[src/rtl/processor_control_unit_if.sv]
// Control-unit bus: Run/DIN flow into the control unit; the datapath enables, the bus select and IR flow out.
interface processor_control_unit_if;
    logic       Run;
    logic [7:0] DIN;
    logic [4:0] S;
    logic       R0in;
    logic       R1in;
    logic       R2in;
    logic       R3in;
    logic       Ain;
    logic       Gin;
    logic       Gout;
    logic       AddSub;
    logic       Done;
    logic [7:0] IR;

    modport master (
        output Run, DIN,
        input  S, R0in, R1in, R2in, R3in, Ain, Gin, Gout, AddSub, Done, IR
    );

    modport slave (
        input  Run, DIN,
        output S, R0in, R1in, R2in, R3in, Ain, Gin, Gout, AddSub, Done, IR
    );
endinterface

[src/rtl/processor_control_unit.sv]
// Multi-cycle control unit for a 4-register processor (mv, mvi, add, sub, nop).
// Only the state and IR are registered; every datapath control is decoded from them.
module processor_control_unit (
    input  logic                          Clk,
    input  logic                          Resetn,
    processor_control_unit_if.slave       bus
);

    typedef enum logic [1:0] {IDLE, T1, T2, T3} state_t;

    state_t     state, next_state;
    logic [7:0] ir_q;
    logic [2:0] opcode;
    logic [1:0] rx, ry;
    logic [4:0] sel;
    logic [3:0] rin;
    logic       ain, gin, gout, addsub, done;

    assign opcode = ir_q[7:5];
    assign rx     = ir_q[4:3];
    assign ry     = ir_q[2:1];

    function automatic logic [4:0] reg_select(input logic [1:0] r);
        reg_select = 5'b00001 << r;
    endfunction

    function automatic logic [3:0] reg_enable(input logic [1:0] r);
        reg_enable = 4'b0001 << r;
    endfunction

    always_ff @(posedge Clk) begin
        if (!Resetn) begin
            state <= IDLE;
            ir_q  <= 8'h00;
        end else begin
            state <= next_state;
            if (state == IDLE && bus.Run)
                ir_q <= bus.DIN;
        end
    end

    // T2 and T3 are only ever entered by add/sub, so they need no opcode decode.
    always_comb begin
        next_state = state;
        sel        = 5'b00000;
        rin        = 4'b0000;
        ain        = 1'b0;
        gin        = 1'b0;
        gout       = 1'b0;
        addsub     = 1'b0;
        done       = 1'b0;
        case (state)
            IDLE: begin
                if (bus.Run)
                    next_state = T1;
            end
            T1: begin
                case (opcode)
                    3'b000: begin
                        sel        = reg_select(ry);
                        rin        = reg_enable(rx);
                        done       = 1'b1;
                        next_state = IDLE;
                    end
                    3'b001: begin
                        sel        = 5'b10000;
                        rin        = reg_enable(rx);
                        done       = 1'b1;
                        next_state = IDLE;
                    end
                    3'b010, 3'b011: begin
                        sel        = reg_select(rx);
                        ain        = 1'b1;
                        next_state = T2;
                    end
                    default: begin
                        done       = 1'b1;
                        next_state = IDLE;
                    end
                endcase
            end
            T2: begin
                sel        = reg_select(ry);
                gin        = 1'b1;
                addsub     = ir_q[5];
                next_state = T3;
            end
            T3: begin
                gout       = 1'b1;
                rin        = reg_enable(rx);
                done       = 1'b1;
                next_state = IDLE;
            end
            default: next_state = IDLE;
        endcase
    end

    assign bus.S      = sel;
    assign bus.R0in   = rin[0];
    assign bus.R1in   = rin[1];
    assign bus.R2in   = rin[2];
    assign bus.R3in   = rin[3];
    assign bus.Ain    = ain;
    assign bus.Gin    = gin;
    assign bus.Gout   = gout;
    assign bus.AddSub = addsub;
    assign bus.Done   = done;
    assign bus.IR     = ir_q;

endmodule
[src/flat_wrapper.sv]
// flat-port wrapper written by rule: the top's interface ports become plain ports
module processor_control_unit_flat 
  (Clk, Resetn, bus_Run, bus_DIN, bus_S, bus_R0in, bus_R1in, bus_R2in, bus_R3in, bus_Ain, bus_Gin, bus_Gout, bus_AddSub, bus_Done, bus_IR);
  processor_control_unit_if bus_i ();
  input  logic Clk;
  input  logic Resetn;
  input wire logic [$bits(bus_i.Run)-1:0] bus_Run;
  input wire logic [$bits(bus_i.DIN)-1:0] bus_DIN;
  output wire logic [$bits(bus_i.S)-1:0] bus_S;
  output wire logic [$bits(bus_i.R0in)-1:0] bus_R0in;
  output wire logic [$bits(bus_i.R1in)-1:0] bus_R1in;
  output wire logic [$bits(bus_i.R2in)-1:0] bus_R2in;
  output wire logic [$bits(bus_i.R3in)-1:0] bus_R3in;
  output wire logic [$bits(bus_i.Ain)-1:0] bus_Ain;
  output wire logic [$bits(bus_i.Gin)-1:0] bus_Gin;
  output wire logic [$bits(bus_i.Gout)-1:0] bus_Gout;
  output wire logic [$bits(bus_i.AddSub)-1:0] bus_AddSub;
  output wire logic [$bits(bus_i.Done)-1:0] bus_Done;
  output wire logic [$bits(bus_i.IR)-1:0] bus_IR;
  assign bus_i.Run = bus_Run;
  assign bus_i.DIN = bus_DIN;
  assign bus_S = bus_i.S;
  assign bus_R0in = bus_i.R0in;
  assign bus_R1in = bus_i.R1in;
  assign bus_R2in = bus_i.R2in;
  assign bus_R3in = bus_i.R3in;
  assign bus_Ain = bus_i.Ain;
  assign bus_Gin = bus_i.Gin;
  assign bus_Gout = bus_i.Gout;
  assign bus_AddSub = bus_i.AddSub;
  assign bus_Done = bus_i.Done;
  assign bus_IR = bus_i.IR;
  processor_control_unit u_core (.Clk(Clk), .Resetn(Resetn), .bus(bus_i));
endmodule
[config.mk]
export PLATFORM = sky130hd
export DESIGN_NAME = processor_control_unit_flat
export DESIGN_NICKNAME = d
export VERILOG_FILES = /design/src/rtl/processor_control_unit_if.sv /design/src/rtl/processor_control_unit.sv /design/src/flat_wrapper.sv
export SDC_FILE = /design/constraint.sdc
export NUM_CORES = 1
export LEC_CHECK = 0
export ABC_AREA = 1
export CORE_UTILIZATION = 43
export CTS_BUF_LIST = sky130_fd_sc_hd__clkbuf_2 sky130_fd_sc_hd__clkbuf_4 sky130_fd_sc_hd__clkbuf_8
export DETAILED_ROUTE_END_ITERATION = 10
export GPL_ROUTABILITY_DRIVEN = 0
export GPL_TIMING_DRIVEN = 0
export HOLD_SLACK_MARGIN = 0.1
export PLACE_DENSITY = 0.86
export RECOVER_POWER = 50
export SLEW_MARGIN = 5
export SYNTH_ARGS = -nofsm -noshare
export SYNTH_HDL_FRONTEND = slang
export SYNTH_SLANG_ARGS = --single-unit
[constraint.sdc]
create_clock -name Clk -period 3.4 [get_ports Clk]
set_input_delay 0.51 -clock Clk [delete_from_list [all_inputs] [get_ports Clk]]
set_output_delay 0.51 -clock Clk [all_outputs]
set_load 0.02 [all_outputs]
== Word-level counts from Yosys, hierarchy flattened ==
Index checks and enable logic that the tools add are counted.

* Div/mod/pow operators: 0
* Bitwise gates (word level): 0
* Magnitude comparators: 0
* Add/subtract/negate cells: 0
* Eq/ne operators: 7
* Multiply operators: 0
* Mux-type cells: 14
* Reduce and logical (&&, ||, !) cells: 5
* Shift operators: 3

{| class="wikitable"
|+ Operator list
! operator !! count
|-
| 5-bit one-hot mux with 3 select lines || 1
|-
| 5-bit one-hot mux with 2 select lines || 1
|-
| 1-bit by 2-bit << shifter with 5-bit output, first input constant || 2
|-
| 2-bit one-hot mux with 4 select lines || 1
|-
| 4-bit one-hot mux with 2 select lines || 1
|-
| 3-bit by 2-bit equality test with 1-bit output, second input constant || 2
|-
| 1-bit 2-to-1 mux || 6
|-
| 2-bit equality test, second input constant || 2
|-
| 2-bit 2-to-1 mux || 2
|-
| 4-bit 2-to-1 mux || 1
|-
| 2-bit OR reduction || 2
|-
| 1-bit by 2-bit << shifter with 4-bit output, first input constant || 1
|-
| 3-bit by 1-bit equality test with 1-bit output, second input constant || 1
|-
| 3-bit zero test || 1
|-
| 2-bit by 1-bit equality test with 1-bit output, second input constant || 1
|-
| 2-bit zero test || 1
|-
| 2-bit != test, second input constant || 1
|-
| 1-bit one-hot mux with 2 select lines || 1
|-
| 1-bit logical AND || 1
|}

* Input port bits: 11
* Memory bits (read-only): 0
* Memories: 0
* Memory bits (writable): 0
* Register bits after elaboration: 10
* Bits in latches: 0

== Depth between registers and ports, before layout ==
* Word-level depth: 4
* Mapped depth: 7
* Gate-level depth less buffers: 7

== Worst setup path before layout ==
Ideal clock, no wire load.

* Path type: reg2out
* Start: register u_core.state[0]
* End: output bus_S[4]
* Required time: 2.890 ns
* Cell stages (with the launch flop): 5
* Slack: 1.602 ns
* Data arrival time: 1.288 ns
* Path buffers: 0
* Cells stage by stage: dfxtp_1 > inv_1 > ha_1 > nand2_1 > nor3_1

* Word-level cells in the longest chain between the ends: 2

{| class="wikitable"
|+ Ends and longest elaborated chain
! what !! RTL line !! text
|-
| start, declared || processor_control_unit.sv:11 || <nowiki>state_t state, next_state;</nowiki>
|-
| start signal, assigned || processor_control_unit.sv:36 || <nowiki>state <= next_state;</nowiki>
|-
| 2-bit equality test or 2-bit by 1-bit equality test with 1-bit output (tied branches) || processor_control_unit.sv:52 || <nowiki>case (state)</nowiki>
|-
| 5-bit one-hot mux with 2 select lines (*) || processor_control_unit.sv:52 ||
|-
| end, declared || flat_wrapper.sv:9 || <nowiki>output wire logic [$bits(bus_i.S)-1:0] bus_S;</nowiki>
|}

Mark *: on every way between the ends. The rest lies on a longest branch, timed or not.

== Worst setup path after layout ==
* Start: register u_core.state[0]
* End: output bus_S[1]

The elaborated chain is that of the path after synthesis.

==> results.py <==
metrics = {
    "cells_and_area": {
        "antenna_cells": 0,
        "final_common_cell": "clkdlybuf4s50_1",
        "layout_common_cells": "25 x clkdlybuf4s50_1, 21 x nand2_1, 15 x nor2_1",
        "drive_above_1_share_pct": 5.882,
        "seq_area_um2": 200.2,
        "layout.cells.non_filler": 151,
        "multiInputGateArea_um2": 386.6,
        "fillCellCount": 112,
        "area_delta_synth_final_pct": 53.46,
        "layout.nets": 154,
    },
    "global_route": {
        "grt_max_degree": 11,
        "antenna_found_initial": 0,
        "grt_pass1_wl_um": 2677,
        "grt_util_all_layers_pct": 23.70,
        "grt-ovfl-total": 0,
        "first_global_vias": 648,
        "top_usage_layer": "met2",
        "global_route.usage.met1_pct": 30.79,
        "grt_util_met2_pct": 39.84,
        "use_met3_pct": 2.174,
    },
    "worst_setup_path": {
        "critPathTopFamily": "buffers and inverters",
        "path_buf_inv": 2,
        "worstPathRequired_ps": 2890,
        "cp-start-kind": "register",
        "cp_slowest_stage_delay_ps": 630,
        "critPathCaptureType": "output port",
        "crit_fanout": 7,
        "path_class": "reg2out",
        "worstPathCellList": "inv_1 -> ha_1 -> nand2_1 -> a21oi_1 -> clkdlybuf4s50_1",
        "slowest_stage": "clkdlybuf4s50_1",
        "cp.arrival_ps": 2020,
    },
    "cts": {
        "cts_buffer_depth": 2,
        "cts_setup_buffers": 0,
        "cts_root_buffer": "clkbuf_4",
        "cts-buffers-inserted": 3,
        "clk_latency_ps": 260,
        "tritoncts": "yes",
        "cts_num_sinks": 10,
        "htreeDepth": 1,
        "ctsHoldBuffers": 0,
        "clk_pin_slew_ps": 60,
        "cts_resized": 0,
    },
    "floorplan": {
        "start_util_pct": 48.19,
        "rows": 13,
        "coreArea_mm2": 0.001350,
        "num_io_pins": 33,
        "die_w_um": 40.90,
        "dieArea_mm2": 0.001673,
        "dieHeight_um": 40.90,
    },
    "synth": {
        "syn_area_um2": 650.6,
        "netlist_instances": 102,
        "yosys_warnings": 0,
        "yosysSeqAreaShare_pct": 30.77,
        "synth_seq_cells": 10,
        "yosysUniqueCellTypes": 17,
        "synth_nets": 118,
        "syn-mean-instance-area_um2": 6.379,
    },
    "sta": {
        "slew_violations": 0,
        "max_freq_mhz": 394.8,
        "tightest_slew_ps": 375.9,
        "fin_worst_skew_ps": 2.405,
        "rsz0062_at_grt": "false",
        "fin_tns_setup_ps": 0,
        "slew_headroom_pct": 74.94,
        "final-setup-viol-count": 0,
        "min_period_ps": 2533,
        "timing_hold_violations_final": 0,
        "fin_crit_sh_pct": 74.49,
    },
    "detailed_routing": {
        "routed_via_density": 5.205,
        "num_vias": 786,
        "drtPass1Iterations": 4,
        "wl_per_cell_um": 11.83,
        "antenna_left": 0,
        "drt_iter0_markers": 18,
        "routed_wl_um": 1787,
        "drcViolationCount": 0,
    },
    "pwr": {
        "power_per_cell_area_mw_per_mm2": 490.7,
        "ir_drop_uv": 279.2,
        "p_leak_nw": 0.4350,
    },
    "placement": {
        "port_buffers": 31,
        "place_inst": 148,
        "dp_hpwl_um": 1441,
    },
    "flow_run": {
        "maxCapViolations": 0,
    },
    "worst_hold_path": {
        "min_path_type": "reg2reg",
    },
    "run_status": {
        "run_status": "finished clean",
    },
}
power by group:
group	internal (mW)	switching [mW]	total [mW]
clock network	0.0407	0.0361	0.0767
registers	0.138	0.0262	0.164
logic	0.102	0.148	0.249
state kept, by name (all words and copies together), names as in the netlist, named ones only:
| name | cells |
|---|---|
| u_core.state | 1 |
| u_core.bus.IR | 8 |
layout make-up:
class	instances	area share, %
timing repair buffer	31	31.08
sequential	10	20.05
multi-input combinational	76	38.72
buffer	2	0.7519
tap	15	1.880
clock buffer	3	2.256
inverter	14	5.263
cells by family after synthesis:
kind of cell    Yosys count  synth area share [%]
fa+ha+maj                 5                 9.615
flops                    10                 30.77
compound gates           22                 17.89
simple gates             49                 31.92
buf+inv                  16                 9.808
per-stage QoR:
stage	total power, mW	setup WS [ps]	util (%)	cell area [µm²]	hold WS (ps)
2_1_floorplan	0.3168	1602	-	650.6	524.2
6_report	0.4900	867.3	73.96	998.5	482.6
4_1_cts	0.4968	877.4	74.24	1002	493.3
5_1_grt	0.5243	791.0	73.96	998.5	554.6
3_5_place_dp	0.4199	1148	72.57	979.7	478.3
3_3_place_gp	0.4125	1209	72.57	979.7	465.8
path summary, 6_finish.rpt:
path	startpoint	end	slack [ps]	depth (start not counted)
setup / recovery	u_core.state[0]$_SDFFE_PN0P_	bus_S[1]	870	5
hold / removal	u_core.bus.IR[0]$_SDFFE_PN0P_	u_core.bus.IR[0]$_SDFFE_PN0P_	480	2
setup reg to reg	u_core.state[0]$_SDFFE_PN0P_	u_core.bus.IR[4]$_SDFFE_PN0P_	1820	6
hold reg to reg	u_core.bus.IR[0]$_SDFFE_PN0P_	u_core.bus.IR[0]$_SDFFE_PN0P_	480	2
per-layer routing:
layer | wire, µm | vias to the layer above
li1 | - | 403
met1 | 832 | 355
met2 | 881 | 24
met3 | 57 | 4
met4 | 17 | 0
met5 | 0 | -
cell usage after synthesis (all sizes together):
cell type	n	area [µm²]
nand4	1	6.260
a21oi	10	50.05
nor2	16	67.56
dfxtp	10	200.2
clkbuf	1	3.750
nand2	21	78.83
o31ai	1	7.510
ha	5	62.56
o21bai	1	7.510
o21ai	9	45.04
nor3	7	35.03
inv	14	52.55
buf	1	7.510
nand3	4	20.02
a31oi	1	6.260
tightest hold or removal path, stage by stage, from the launching register on:
cell	delay, ps
dfxtp_1	320
nor2_1	50
nor2_1	80
No activity file was read; power rests on OpenSTA's default activity.
